<file path="config.mk">
export PLATFORM = sky130hd
export DESIGN_NAME = periph_bus_responder
export DESIGN_NICKNAME = d
export VERILOG_FILES = /design/src/rtl/periph_bus_responder.sv
export SDC_FILE = /design/constraint.sdc
export NUM_CORES = 1
export LEC_CHECK = 0
export CORE_ASPECT_RATIO = 0.75
export CORE_MARGIN = 2
export CORE_UTILIZATION = 39
export CTS_CLUSTER_DIAMETER = 120
export DETAILED_ROUTE_END_ITERATION = 6
export GPL_ROUTABILITY_DRIVEN = 0
export RECOVER_POWER = 25
export SETUP_SLACK_MARGIN = 0.4
export SLEW_MARGIN = 20
export SYNTH_ARGS = -nofsm -noshare
export SYNTH_HDL_FRONTEND = slang
export SYNTH_SLANG_ARGS = --single-unit
</file>
<file path="constraint.sdc">
create_clock -name clk -period 4.9 [get_ports clk]
set_clock_uncertainty 0.15 [all_clocks]
set_input_delay 0.98 -clock clk [delete_from_list [all_inputs] [get_ports clk]]
set_output_delay 0.98 -clock clk [all_outputs]
set_load 0.02 [all_outputs]
</file>
<file path="src/rtl/periph_bus_responder.sv">
// periph_bus_responder: memory-mapped timer, LED, 7-segment scanner and systick
module periph_bus_responder #(
  parameter int SCAN_DIV = 100000
) (
  input  logic        clk,
  input  logic        reset,
  input  logic        MemRead,
  input  logic        MemWrite,
  input  logic [31:0] Address,
  input  logic [31:0] Write_Data,
  output logic [31:0] Read_Data,
  output logic [7:0]  leds,
  output logic [3:0]  tube_an,
  output logic [7:0]  tube_seg,
  output logic        irq
);
  localparam int SW = $clog2(SCAN_DIV);
  localparam logic [SW-1:0] SCAN_MAX = SW'(SCAN_DIV - 1);
  localparam logic [7:0] HEX [16] = '{8'hC0, 8'hF9, 8'hA4, 8'hB0, 8'h99, 8'h92, 8'h82, 8'hF8,
                                      8'h80, 8'h90, 8'h88, 8'h83, 8'hC6, 8'hA1, 8'h86, 8'h8E};
  logic [31:0]   th_q, th_d, tl_q, tl_d, systick_q, systick_d;
  logic [2:0]    tcon_q, tcon_d;
  logic [7:0]    led_q, led_d, seg_q, seg_d;
  logic [15:0]   digits_q, digits_d;
  logic [SW-1:0] scan_q, scan_d;
  logic [1:0]    idx_q, idx_d;
  logic [3:0]    an_q, an_d;
  logic          sel, mapped, ovf, wrap, unused_ok;
  logic [5:0]    off;
  assign unused_ok = ^Address[1:0];
  assign sel    = Address[31:8] == 24'h400000;
  assign off    = Address[7:2];
  assign mapped = sel && off <= 6'd5;
  assign ovf    = tcon_q[0] && tl_q == 32'hFFFF_FFFF;
  assign wrap   = scan_q == SCAN_MAX;
  assign leds     = led_q;
  assign tube_an  = an_q;
  assign tube_seg = seg_q;
  assign irq      = tcon_q[1] & tcon_q[2];
  // read mux: pure function of current state, so a same-cycle write shows the old value
  always_comb begin
    Read_Data = !(MemRead && mapped) ? 32'h0 :
                off == 6'd0 ? th_q :
                off == 6'd1 ? tl_q :
                off == 6'd2 ? {29'h0, tcon_q} :
                off == 6'd3 ? {24'h0, led_q} :
                off == 6'd4 ? {16'h0, digits_q} : systick_q;
  end
  // next-state: bus writes take priority over timer increment/reload and status set
  always_comb begin
    th_d      = MemWrite && sel && off == 6'd0 ? Write_Data : th_q;
    tl_d      = MemWrite && sel && off == 6'd1 ? Write_Data :
                ovf ? th_q : tcon_q[0] ? tl_q + 32'd1 : tl_q;
    tcon_d    = MemWrite && sel && off == 6'd2 ? Write_Data[2:0] :
                {tcon_q[2] | (ovf & tcon_q[1]), tcon_q[1:0]};
    led_d     = MemWrite && sel && off == 6'd3 ? Write_Data[7:0] : led_q;
    digits_d  = MemWrite && sel && off == 6'd4 ? Write_Data[15:0] : digits_q;
    systick_d = systick_q + 32'd1;
    scan_d    = wrap ? '0 : scan_q + 1'b1;
    idx_d     = idx_q + 2'(wrap);
    an_d      = ~(4'b0001 << idx_d);
    seg_d     = HEX[digits_d[{idx_d, 2'b00} +: 4]];
  end
  // state registers; segment decode uses next-state digits so a write shows at once
  always_ff @(posedge clk or posedge reset) begin
    if (reset) begin
      th_q      <= '0;
      tl_q      <= '0;
      tcon_q    <= '0;
      led_q     <= '0;
      digits_q  <= '0;
      systick_q <= '0;
      scan_q    <= '0;
      idx_q     <= '0;
      an_q      <= 4'b1110;
      seg_q     <= 8'hC0;
    end else begin
      th_q      <= th_d;
      tl_q      <= tl_d;
      tcon_q    <= tcon_d;
      led_q     <= led_d;
      digits_q  <= digits_d;
      systick_q <= systick_d;
      scan_q    <= scan_d;
      idx_q     <= idx_d;
      an_q      <= an_d;
      seg_q     <= seg_d;
    end
  end
endmodule
</file>
==> flow_summary.json <==
{
  "critPathCaptureType": "output port",
  "grt_first_pass_wirelength_mm": 39.9,
  "wirelength_mm": 24.9,
  "hp-class": "flip-flop to flip-flop",
  "syn_area_sq_um": 8550,
  "num_io_pins": 121,
  "r2r_start": "scan_q[5]",
  "cts.path.max_buffers": 2,
  "numPortBuffers": 117,
  "synthCells": 846,
  "synth_top_area_cell": "dfrtp_1",
  "max_clock_freq_ghz": 0.219,
  "static-leakage-power_nw": 4.96,
  "finalInstanceArea_sq_um": 10800,
  "fill_cells": 1975,
  "start_util_pct": 40.0,
  "ys_types": 56,
  "setup_violations": 0,
  "fin_setup_tns_ps": 0,
  "yosys-top-cells-count": "149 x dfrtp_1, 79 x nor2_1, 75 x nand2_1, 62 x mux2_2, 37 x xnor2_1",
  "met2WireLength_mm": 10.9,
  "synth_area_leaders": "dfrtp_1 44%, mux2_2 8.2%, mux2i_1 4.1%",
  "final_nets": 1049,
  "syn_avg_cell_area_sq_um": 10.1,
  "relSlewSlack_pct": -48.3,
  "syn_nets": 924,
  "drc": 0,
  "grt-ovfl-total": 0,
  "die_x_microns": 175,
  "hold_viol": 0,
  "area_delta_synth_final_pct": 26.8,
  "hold_start": "scan_q[0]",
  "cpMaxStageDelayCell": "clkdlybuf4s50_1",
  "yosysSeqAreaShare_pct": 44.8,
  "grt_max_degree": 154,
  "ys.flop_type": "dfrtp_1",
  "synth_edf_count": 0,
  "maxCapViolCount": 1,
  "drive_gt1_share_pct": 17.2,
  "vias_per_cell": 5.62,
  "layout_setup_ws_ps": 340,
  "critical_path_class": "primary input to output port",
  "cellPowerDensity_nw_per_um2": 254,
  "antenna_found_initial": 0,
  "startpoint_type": "primary input",
  "first_iter_violations": 652,
  "die-area_sq_um": 23100,
  "finish.utilization_pct": 50.8,
  "hold_buffers": 0,
  "multi_input_area_sq_um": 4490,
  "synth.ff_latch_count": 153,
  "cp_cell_sequence": "clkdlybuf4s50_1 -> buf_4 -> nor4_2 -> buf_4 -> nand2_1 -> a32o_1 -> a21oi_1 -> clkdlybuf4s50_1",
  "holdWs_ps": 330,
  "path_clk_slew_ps": 60,
  "drtPass1Iterations": 5,
  "ir_drop_mv": 0.254,
  "cp.required_ps": 3770,
  "n_antenna_cell": 0,
  "drtAntennaViolNets": 0,
  "insertion_delay_ps": 440,
  "die_height_microns": 132,
  "synth-async-reset-ratio_pct": 100,
  "ff_latch_area_sq_um": 3830,
  "grt_pass1_vias": 7026,
  "synth_most_common_cell": "dfrtp_1",
  "met1_length_mm": 12.4,
  "hpwl_mm": 16.9,
  "postPlaceCellArea_sq_um": 10200,
  "cts_htree_levels": 4,
  "cts_buffers": 17,
  "violations": "max-capacitance violations, max-slew violations",
  "rows": 46,
  "dp_worst_setup_slack_ps": 1.45,
  "fin_crit_sh_pct": 93.1,
  "coreArea_sq_um": 21400,
  "synth.top_cell.area_share_pct": 43.6,
  "period_minus_slack_ps": 4560,
  "critPathArrivalTime_ps": 3430,
  "path_max_fanout": 8,
  "cts_tree": "done",
  "routedWlPerCell_microns": 19.6,
  "status": "finished, violations left",
  "rsz0062_at_grt": "true",
  "track_usage_pct": 22.2,
  "wl_met3_mm": 1.36,
  "cts_sinks": 153,
  "vias": 7147,
  "cpPeakStageDelay_ps": 630,
  "cts_root_buffer": "clkbuf_16",
  "ys_warn_count": 0,
  "routed.top_layer": "met4",
  "startpoint": "Address[4]",
  "tightestPinTransition_ps": 2220,
  "drv_slew": 154
}
==> routing by layer <==
| metal | vias to the layer above | global-route usage, % |
|---|---|---|
| met1 | 3555 | 33.8 |
| met4 | 0 | 4.68 |
| met2 | 226 | 32.4 |
| met3 | 21 | 4.58 |
| met5 | - | 0 |
| li1 | 3345 | - |
==> state kept, by name, summed over array words and instances, names as in the netlist <==
name and count:
digits_q 16, tcon_q 3, tube_seg 7, leds 8, idx_q 2, th_q 32
scan_q 17, systick_q 32, tube_an 4, tl_q 32
==> cells by family after synthesis <==
kind of cell / after synthesis / share of synthesized area, %
simple gates: 306 / 18.3
flops: 153 / 44.8
compound gates: 146 / 11.7
mux: 105 / 14.4
buf+inv: 66 / 3.29
xor+xnor: 59 / 6.04
fa+ha+maj: 10 / 1.46
other cells: 1 / 0.0439
==> area by class of cell <==
class,count,area share (%)
sequential,153,35.4
multi-input combinational,627,41.4
tap,288,3.32
inverter,19,0.692
clock inverter,8,1.10
clock buffer,23,4.41
timing repair buffer,153,13.7
==> placed cells by master, fill, tap and decap left out, types with 18 or more instances in the layout <==
master	n
a21oi_1	30
buf_4	28
clkdlybuf4s50_1	84
dfrtp_1	149
inv_1	18
mux2_2	62
mux2i_1	34
nand2_1	75
nand3_1	33
nand4_1	21
nor2_1	77
nor3_1	24
o21ai_0	23
xnor2_1	37
xor2_1	22
==> where the power goes <==
group | internal (mW) | total (mW) | switching (mW)
registers | 1.26 | 1.26 | 0.0000391
logic | 0.0618 | 0.131 | 0.0688
clock network | 0.836 | 1.36 | 0.524
total | 2.16 | 2.75 | 0.593
==> what timing repair did <==
| action | in CTS | in global routing |
|---|---|---|
| setup buffers | 1 | 1 |
| gates cloned | 1 | 0 |
| endpoints found under the hold margin | 0 | 0 |
| pin swaps | 1 | 5 |
| endpoints found under the setup margin | 32 | 26 |
| gates resized for setup | 39 | 24 |
==> critical path: cells and delay by family <==
family,cells,cell delay (ps)
buffers and inverters,4,1410
and+or+nand+nor,2,600
AOI/OAI and AO/OA,2,440
==> worst paths after layout <==
path                                       to  slack, ps  cells after the start
worst max-delay path             Read_Data[1]        340                      8
worst min-delay path                scan_q[0]        330                      1
worst max register to register    tube_seg[0]        560                     14
worst min register to register      scan_q[0]        330                      1
max in group asynchronous       systick_q[13]       1520                      3
min in group asynchronous             leds[1]       1520                      3
==> stage by stage <==
step	power, mW	std cells
final	2.75	1271
after global routing	2.85	1271
after CTS	2.78	1270
after detailed placement	1.42	1237
after global placement	1.42	1237
after floorplan	1.33	846
Note: power is estimated with default switching activity, not from simulation.
